### config.mk
export PLATFORM = sky130hd
export DESIGN_NAME = enemy_spawn_scheduler_flat
export DESIGN_NICKNAME = d
export VERILOG_FILES = /design/src/rtl/enemy_spawn_scheduler_if.sv /design/src/rtl/enemy_spawn_scheduler.sv /design/src/flat_wrapper.sv
export SDC_FILE = /design/constraint.sdc
export NUM_CORES = 1
export LEC_CHECK = 0
export BUFFER_PORTS_ARGS = -buffer_cell sky130_fd_sc_hd__buf_4
export CAP_MARGIN = 40
export CORE_MARGIN = 1.5
export CORE_UTILIZATION = 45
export CTS_CLUSTER_SIZE = 20
export DETAILED_ROUTE_END_ITERATION = 16
export GPL_TIMING_DRIVEN = 0
export PLACE_DENSITY = 0.72
export SETUP_SLACK_MARGIN = 0.5
export SLEW_MARGIN = 10
export SYNTH_ARGS = -nofsm -noshare
export SYNTH_HDL_FRONTEND = slang
export SYNTH_SLANG_ARGS = --single-unit
### constraint.sdc
create_clock -name clk -period 3.35 [get_ports clk]
set_input_delay 0.8375 -clock clk [delete_from_list [all_inputs] [get_ports clk]]
set_output_delay 0.8375 -clock clk [all_outputs]
set_load 0.05 [all_outputs]
### src/rtl/enemy_spawn_scheduler_if.sv
`default_nettype none
// +----------------------------------------------------------------------------+
// | enemy_spawn_scheduler_if                                                   |
// | Frame/game controls in, per-slot mover controls out.                       |
// | Rev 1.0 - initial release                                                  |
// +----------------------------------------------------------------------------+
interface enemy_spawn_scheduler_if #(
  parameter int NUM_SLOTS = 4
);
  logic                             startOfFrame;
  logic                             game_run;
  logic                             penalty_mode;
  logic [NUM_SLOTS-1:0]             slot_offscreen;
  logic [NUM_SLOTS-1:0]             slot_restart;
  logic [NUM_SLOTS-1:0]             slot_move_allow;
  logic [2*NUM_SLOTS-1:0]           slot_lane;
  logic [$clog2(NUM_SLOTS+1)-1:0]   active_count;

  modport master (
    output startOfFrame, game_run, penalty_mode, slot_offscreen,
    input  slot_restart, slot_move_allow, slot_lane, active_count
  );

  modport slave (
    input  startOfFrame, game_run, penalty_mode, slot_offscreen,
    output slot_restart, slot_move_allow, slot_lane, active_count
  );
endinterface
`default_nettype wire

### src/rtl/enemy_spawn_scheduler.sv
`default_nettype none
// +----------------------------------------------------------------------------+
// | enemy_spawn_scheduler                                                      |
// | Per-slot cooldown FSMs, round-robin spawn arbiter with frame spacing and   |
// | LFSR lane picker that never repeats the previous lane.                     |
// | Rev 1.0 - initial release                                                  |
// +----------------------------------------------------------------------------+
module enemy_spawn_scheduler #(
  parameter int          NUM_SLOTS        = 4,
  parameter int          COOLDOWN_FRAMES  = 30,
  parameter int          SPAWN_GAP_FRAMES = 8,
  parameter logic [15:0] LFSR_SEED        = 16'hACE1
) (
  input wire logic               clk,
  input wire logic               reset,
  enemy_spawn_scheduler_if.slave bus
);

  localparam int c_idx_w = (NUM_SLOTS > 1) ? $clog2(NUM_SLOTS) : 1;
  localparam int c_cnt_w = $clog2(COOLDOWN_FRAMES + 1);
  localparam int c_gap_w = $clog2(SPAWN_GAP_FRAMES + 1);
  localparam int c_act_w = $clog2(NUM_SLOTS + 1);

  localparam logic [15:0]        c_lfsr_mask  = 16'hB400;
  localparam logic [c_cnt_w-1:0] c_cooldown   = c_cnt_w'(COOLDOWN_FRAMES);
  localparam logic [c_cnt_w-1:0] c_cnt_last   = c_cnt_w'(1);
  localparam logic [c_gap_w-1:0] c_gap_reload = c_gap_w'(SPAWN_GAP_FRAMES - 1);
  localparam logic [c_idx_w-1:0] c_ptr_init   = c_idx_w'(NUM_SLOTS - 1);

  typedef enum logic [2:0] {
    S_IDLE   = 3'd0,
    S_WAIT   = 3'd1,
    S_READY  = 3'd2,
    S_SPAWN  = 3'd3,
    S_ACTIVE = 3'd4
  } state_t;

  state_t             r_state     [NUM_SLOTS];
  state_t             w_state_nxt [NUM_SLOTS];
  logic [c_cnt_w-1:0] r_cnt       [NUM_SLOTS];
  logic [c_cnt_w-1:0] w_cnt_nxt   [NUM_SLOTS];
  logic [1:0]         r_lane      [NUM_SLOTS];

  logic [c_gap_w-1:0] r_gap;
  logic [c_gap_w-1:0] w_gap_nxt;
  logic [c_idx_w-1:0] r_ptr;
  logic [c_idx_w-1:0] w_grant_idx;
  logic [c_idx_w-1:0] w_scan;
  logic               w_grant;
  logic               w_arb_en;
  logic [15:0]        r_lfsr;
  logic [1:0]         r_last_lane;
  logic [1:0]         w_new_lane;
  logic [c_act_w-1:0] r_active_count;
  logic [c_act_w-1:0] w_active_nxt;

  assign w_arb_en = bus.startOfFrame && bus.game_run && !bus.penalty_mode && (r_gap == '0);

  // Round-robin: first READY slot above the last winner, wrapping.
  always_comb begin
    w_grant     = 1'b0;
    w_grant_idx = r_ptr;
    w_scan      = '0;
    if (w_arb_en) begin
      for (int k = 1; k <= NUM_SLOTS; k++) begin
        w_scan = c_idx_w'((int'(r_ptr) + k) % NUM_SLOTS);
        if (!w_grant && (r_state[w_scan] == S_READY)) begin
          w_grant     = 1'b1;
          w_grant_idx = w_scan;
        end
      end
    end
  end

  assign w_new_lane = (r_lfsr[1:0] == r_last_lane) ? (r_lfsr[1:0] + 2'd1) : r_lfsr[1:0];

  always_comb begin
    for (int i = 0; i < NUM_SLOTS; i++) begin
      w_state_nxt[i] = r_state[i];
      w_cnt_nxt[i]   = r_cnt[i];
      if (!bus.game_run) begin
        w_state_nxt[i] = S_IDLE;
      end else if (r_state[i] == S_SPAWN) begin
        // A launched truck always reaches the road, even under penalty.
        w_state_nxt[i] = S_ACTIVE;
      end else if (!bus.penalty_mode) begin
        unique case (r_state[i])
          S_IDLE: begin
            w_state_nxt[i] = S_WAIT;
            w_cnt_nxt[i]   = c_cooldown;
          end
          S_WAIT: begin
            if (bus.startOfFrame) begin
              if (r_cnt[i] == c_cnt_last) w_state_nxt[i] = S_READY;
              else                        w_cnt_nxt[i]   = r_cnt[i] - c_cnt_last;
            end
          end
          S_READY: begin
            if (w_grant && (w_grant_idx == c_idx_w'(i))) w_state_nxt[i] = S_SPAWN;
          end
          S_ACTIVE: begin
            if (bus.slot_offscreen[i]) begin
              w_state_nxt[i] = S_WAIT;
              w_cnt_nxt[i]   = c_cooldown;
            end
          end
          default: ;
        endcase
      end
    end
  end

  always_comb begin
    w_active_nxt = '0;
    for (int i = 0; i < NUM_SLOTS; i++) begin
      if (w_state_nxt[i] == S_ACTIVE) w_active_nxt = w_active_nxt + c_act_w'(1);
    end
  end

  always_comb begin
    w_gap_nxt = r_gap;
    if (!bus.game_run)                                          w_gap_nxt = '0;
    else if (w_grant)                                           w_gap_nxt = c_gap_reload;
    else if (bus.startOfFrame && !bus.penalty_mode && r_gap != '0) w_gap_nxt = r_gap - c_gap_w'(1);
  end

  always_ff @(posedge clk or posedge reset) begin
    if (reset) begin
      for (int i = 0; i < NUM_SLOTS; i++) begin
        r_state[i] <= S_IDLE;
        r_cnt[i]   <= '0;
        r_lane[i]  <= '0;
      end
      r_gap          <= '0;
      r_ptr          <= c_ptr_init;
      r_lfsr         <= LFSR_SEED;
      r_last_lane    <= '0;
      r_active_count <= '0;
    end else begin
      for (int i = 0; i < NUM_SLOTS; i++) begin
        r_state[i] <= w_state_nxt[i];
        r_cnt[i]   <= w_cnt_nxt[i];
      end
      if (w_grant) begin
        r_lane[w_grant_idx] <= w_new_lane;
        r_last_lane         <= w_new_lane;
        r_ptr               <= w_grant_idx;
      end
      r_gap          <= w_gap_nxt;
      r_lfsr         <= {1'b0, r_lfsr[15:1]} ^ (r_lfsr[0] ? c_lfsr_mask : 16'h0000);
      r_active_count <= w_active_nxt;
    end
  end

  // Outputs decode straight from state so an async reset clears them at once.
  for (genvar gi = 0; gi < NUM_SLOTS; gi++) begin : g_out
    assign bus.slot_restart[gi]      = (r_state[gi] == S_SPAWN);
    assign bus.slot_move_allow[gi]   = (r_state[gi] == S_ACTIVE) && !bus.penalty_mode;
    assign bus.slot_lane[2*gi +: 2]  = r_lane[gi];
  end

  assign bus.active_count = r_active_count;

endmodule
`default_nettype wire

### src/flat_wrapper.sv
// flat-port wrapper written by rule: the top's interface ports become plain ports
module enemy_spawn_scheduler_flat 
#(
  parameter int          NUM_SLOTS        = 4,
  parameter int          COOLDOWN_FRAMES  = 30,
  parameter int          SPAWN_GAP_FRAMES = 8,
  parameter logic [15:0] LFSR_SEED        = 16'hACE1
)
  (clk, reset, bus_startOfFrame, bus_game_run, bus_penalty_mode, bus_slot_offscreen, bus_slot_restart, bus_slot_move_allow, bus_slot_lane, bus_active_count);
  enemy_spawn_scheduler_if #(.NUM_SLOTS(NUM_SLOTS)) bus_i ();
  input wire logic clk;
  input wire logic reset;
  input wire logic [$bits(bus_i.startOfFrame)-1:0] bus_startOfFrame;
  input wire logic [$bits(bus_i.game_run)-1:0] bus_game_run;
  input wire logic [$bits(bus_i.penalty_mode)-1:0] bus_penalty_mode;
  input wire logic [$bits(bus_i.slot_offscreen)-1:0] bus_slot_offscreen;
  output wire logic [$bits(bus_i.slot_restart)-1:0] bus_slot_restart;
  output wire logic [$bits(bus_i.slot_move_allow)-1:0] bus_slot_move_allow;
  output wire logic [$bits(bus_i.slot_lane)-1:0] bus_slot_lane;
  output wire logic [$bits(bus_i.active_count)-1:0] bus_active_count;
  assign bus_i.startOfFrame = bus_startOfFrame;
  assign bus_i.game_run = bus_game_run;
  assign bus_i.penalty_mode = bus_penalty_mode;
  assign bus_i.slot_offscreen = bus_slot_offscreen;
  assign bus_slot_restart = bus_i.slot_restart;
  assign bus_slot_move_allow = bus_i.slot_move_allow;
  assign bus_slot_lane = bus_i.slot_lane;
  assign bus_active_count = bus_i.active_count;
  enemy_spawn_scheduler #(.NUM_SLOTS(NUM_SLOTS), .COOLDOWN_FRAMES(COOLDOWN_FRAMES), .SPAWN_GAP_FRAMES(SPAWN_GAP_FRAMES), .LFSR_SEED(LFSR_SEED)) u_core (.clk(clk), .reset(reset), .bus(bus_i));
endmodule
==> flow_metrics.env <==
export IMPL_track_usage_pct=18.81
export IMPL_nets=451
export IMPL_timing_final_crit_period_ps=2752
export IMPL_area_growth_pct=15.92
export IMPL_cts_tree="built"
export IMPL_seq_area_frac_synth_pct=43.68
export IMPL_placed_area_um2=4284
export IMPL_cts_root_buf="clkbuf_8"
export IMPL_crit_fanout=2
export IMPL_cp_num_buf_inv=1
export IMPL_power_switching_uw=549.6
export IMPL_clkLatencyLatePin_ps=350
export IMPL_cp_common_cell="a21o_1"
export IMPL_rrSetupSlack_ps=640
export IMPL_required_ps=3580
export IMPL_fp_dieH_um=95.71
export IMPL_wirelength_um=7963
export IMPL_synth_edff_count=0
export IMPL_dr_pass1_iters=4
export IMPL_fin_hold_ws_ps=347.6
export IMPL_power_leakage_nw=1.935
export IMPL_drc_errors=0
export IMPL_syn_avg_cell_area_um2=9.866
export IMPL_ctsHtreeMaxLevel=3
export IMPL_ir_worst_vdd_v=0.0002538
export IMPL_cts_buffers=9
export IMPL_critPathKind="primary input to flop"
export IMPL_grt_pass1_wl_um=13090
export IMPL_yosys_warnings=0
export IMPL_clk_pin_slew_ps=80
export IMPL_cellPowerDensity_nw_per_um2=409.8
export IMPL_grt_ovfl_total=0
export IMPL_finalInstanceArea_um2=4483
export IMPL_grt_pass1_vias=2788
export IMPL_worst_slew_pin_slew_ps=664.7
export IMPL_fin_worst_skew_ps=11.36
export IMPL_antenna_cells=0
export IMPL_p_sw_share_pct=29.91
export IMPL_internal_power_mw=1.288
export IMPL_status="complete, no violations"
export IMPL_fp_row_count=33
export IMPL_maxCapViolCount=0
export IMPL_utilization_pct=54.29
export IMPL_ant_nets=0
export IMPL_grt_max_degree=51
export IMPL_hold_class="flop to flop"
export IMPL_fillers=742
export IMPL_finalSetupViolations=0
export IMPL_ys_seq_elements=67
export IMPL_wl_per_cell_um=14.75
export IMPL_start_kind="primary input"
export IMPL_start_util_pct=46.83
export IMPL_portBuffers=26
export IMPL_worstPathCellList="buf_4 > or3b_2 > a21o_1 > a21o_1 > nand2_1 > and3_4 > ha_4 > a21oi_1 > a31oi_1 > ha_1 > mux2_4"
export IMPL_clk_path_buf_depth=2
export IMPL_syn_area_um2=3867
export IMPL_dieWidth_um=95.71
export IMPL_hold_violations=0
export IMPL_cp_top_family="simple AND/OR/NAND/NOR gates"
export IMPL_fmax_mhz=363.3
export IMPL_power_frac_comb_pct=15.9
export IMPL_viasPerCell=5.604
export IMPL_seqPwrFrac_pct=51.2
export IMPL_synth_top_flop_cell="dfrtp_1"
export IMPL_core_area_um2=8258
export IMPL_dp_hpwl_um=5714
export IMPL_ios=28
export IMPL_syn_nets=413
export IMPL_critPathArrivalTime_ps=2980
export IMPL_drtIter0Drc=187
export IMPL_drv_slew=0
export IMPL_cp_slowest_stage_delay_ps=440
export IMPL_gp_congestion=0.8084
export IMPL_synthCells=392
export IMPL_grt_antenna_before_repair=0
export IMPL_dieArea_um2=9159
export IMPL_drive_gt1_share_pct=23.45
export IMPL_cp_end_kind="flop"
export IMPL_dr_total_vias=3026
export IMPL_fin_crit_sh_pct=82.16
export IMPL_cts_sinks=67
export IMPL_setup_tns_ps=0
export IMPL_synthDistinctLibCells=68
export IMPL_rsz0062_at_grt="false"
export IMPL_relSlewSlack_pct=55.32
export IMPL_cp_slowest_cell="or3b_2"
export IMPL_p_clk_share_pct=32.9
export IMPL_synthArstFlopShare_pct=100.0
state kept, by name, indices dropped and copies added (netlist names):
| signal | cells |
|---|---|
| u_core.r_cnt | 20 |
| u_core.r_lfsr | 16 |
| u_core.r_state | 12 |
| u_core.bus.slot_lane | 8 |
| u_core.r_gap | 4 |
| u_core.bus.active_count | 3 |
| u_core.r_last_lane | 2 |
| u_core.r_ptr | 2 |
cell families (layout without fill, tap and decap cells):
logic type | Yosys count | in the layout | synth area share, %
compound gates | 90 | 90 | 17.50
xor+xnor | 11 | 11 | 2.491
fa+ha+maj | 12 | 12 | 3.882
buf+inv | 41 | 84 | 4.335
flops | 67 | 67 | 43.68
mux | 18 | 18 | 5.144
simple gates | 153 | 153 | 22.97
routing by layer:
layer	vias to the layer above	track usage, %	part of all wire [%]
met3	9	5.529	4.0
met2	50	29.40	47
li1	1483	-	-
met5	-	0	0
met1	1484	25.09	48
met4	0	6.005	0.98
final timing paths:
kind                                        from                    endpoint  cells past startpoint
max in group asynchronous                  reset             u_core.r_ptr[0]                      3
min in group asynchronous                  reset            u_core.r_cnt[10]                      2
hold reg to reg                 u_core.r_lfsr[2]            u_core.r_lfsr[1]                      0
setup / recovery           bus_slot_offscreen[1]  u_core.bus.active_count[1]                     11
setup reg to reg              u_core.r_state[10]  u_core.bus.active_count[1]                     11
hold / removal                  u_core.r_lfsr[2]            u_core.r_lfsr[1]                      0
Yosys cell counts (3+ instances only):
library cell,n,area share [%]
nor3_1,11,1.4
o22ai_1,3,0.49
nand3_1,11,1.4
nand2b_1,12,1.9
nor2_1,41,4.0
inv_1,20,1.9
and3_1,4,0.65
xor2_1,5,1.1
o21a_1,3,0.58
nor3b_1,5,0.97
and2_1,4,0.65
a211oi_1,9,1.7
a21o_1,5,0.97
clkbuf_1,9,0.87
ha_1,12,3.9
nor4b_1,5,1.1
or3b_1,6,1.4
mux2i_1,6,1.6
nor2b_1,8,1.3
nand2_1,23,2.2
mux2_2,7,2.0
dfrtp_1,57,37
xnor2_1,6,1.4
o21ai_0,10,1.3
dfstp_2,10,6.8
o31a_1,5,1.1
o22a_1,10,2.3
a31oi_1,5,0.81
or3b_2,3,0.68
mux2_1,4,1.2
a21oi_1,20,2.6
buf_2,7,0.91
cells in the final DEF, fill, tap and decap left out, drive strengths merged, types with 11 or more instances in the layout:
| cell type | instances |
|---|---|
| a211oi | 11 |
| dfrtp | 57 |
| nor2 | 41 |
| o21ai | 13 |
| inv | 20 |
| nor3 | 11 |
| ha | 12 |
| nand2 | 23 |
| nand2b | 12 |
| buf | 36 |
| a21oi | 20 |
| clkbuf | 20 |
| nand3 | 12 |
| mux2 | 12 |
power by group through the flow:
stage                     Clock (mW)  Sequential [mW]  Combinational [mW]
final                          0.605            0.940               0.292
after CTS                      0.627            0.937               0.293
after floorplan                    0            0.941               0.227
after detailed placement           0            0.953               0.292
after global placement             0            0.949               0.276
after global routing           0.665            0.950               0.331
repair_timing:
item                                    CTS  global route
gates resized for setup                   1             7
buffers inserted                          0             0
cloned                                    0             0
endpoints found under the setup margin    2             2
hold buffers                              0             0
metrics by stage:
stage	std cells	worst slack, ps	power (mW)
after global routing	540	509.7	1.945
after CTS	540	506.9	1.858
after floorplan	392	351.0	1.168
after detailed placement	524	14.17	1.245
final	540	597.6	1.837
after global placement	523	23.39	1.225
layout make-up:
type	instances	area, µm²	share of cell area, %
Clock buffer	10	137.6	3.070
Buffer	19	91.34	2.037
Tap cell	105	131.4	2.931
Inverter	22	85.08	1.898
Multi-Input combinational cell	284	2085	46.50
Timing Repair Buffer	27	222.7	4.968
Clock inverter	6	41.29	0.9210
Sequential cell	67	1689	37.68
Power figures use the tool's default switching activity.
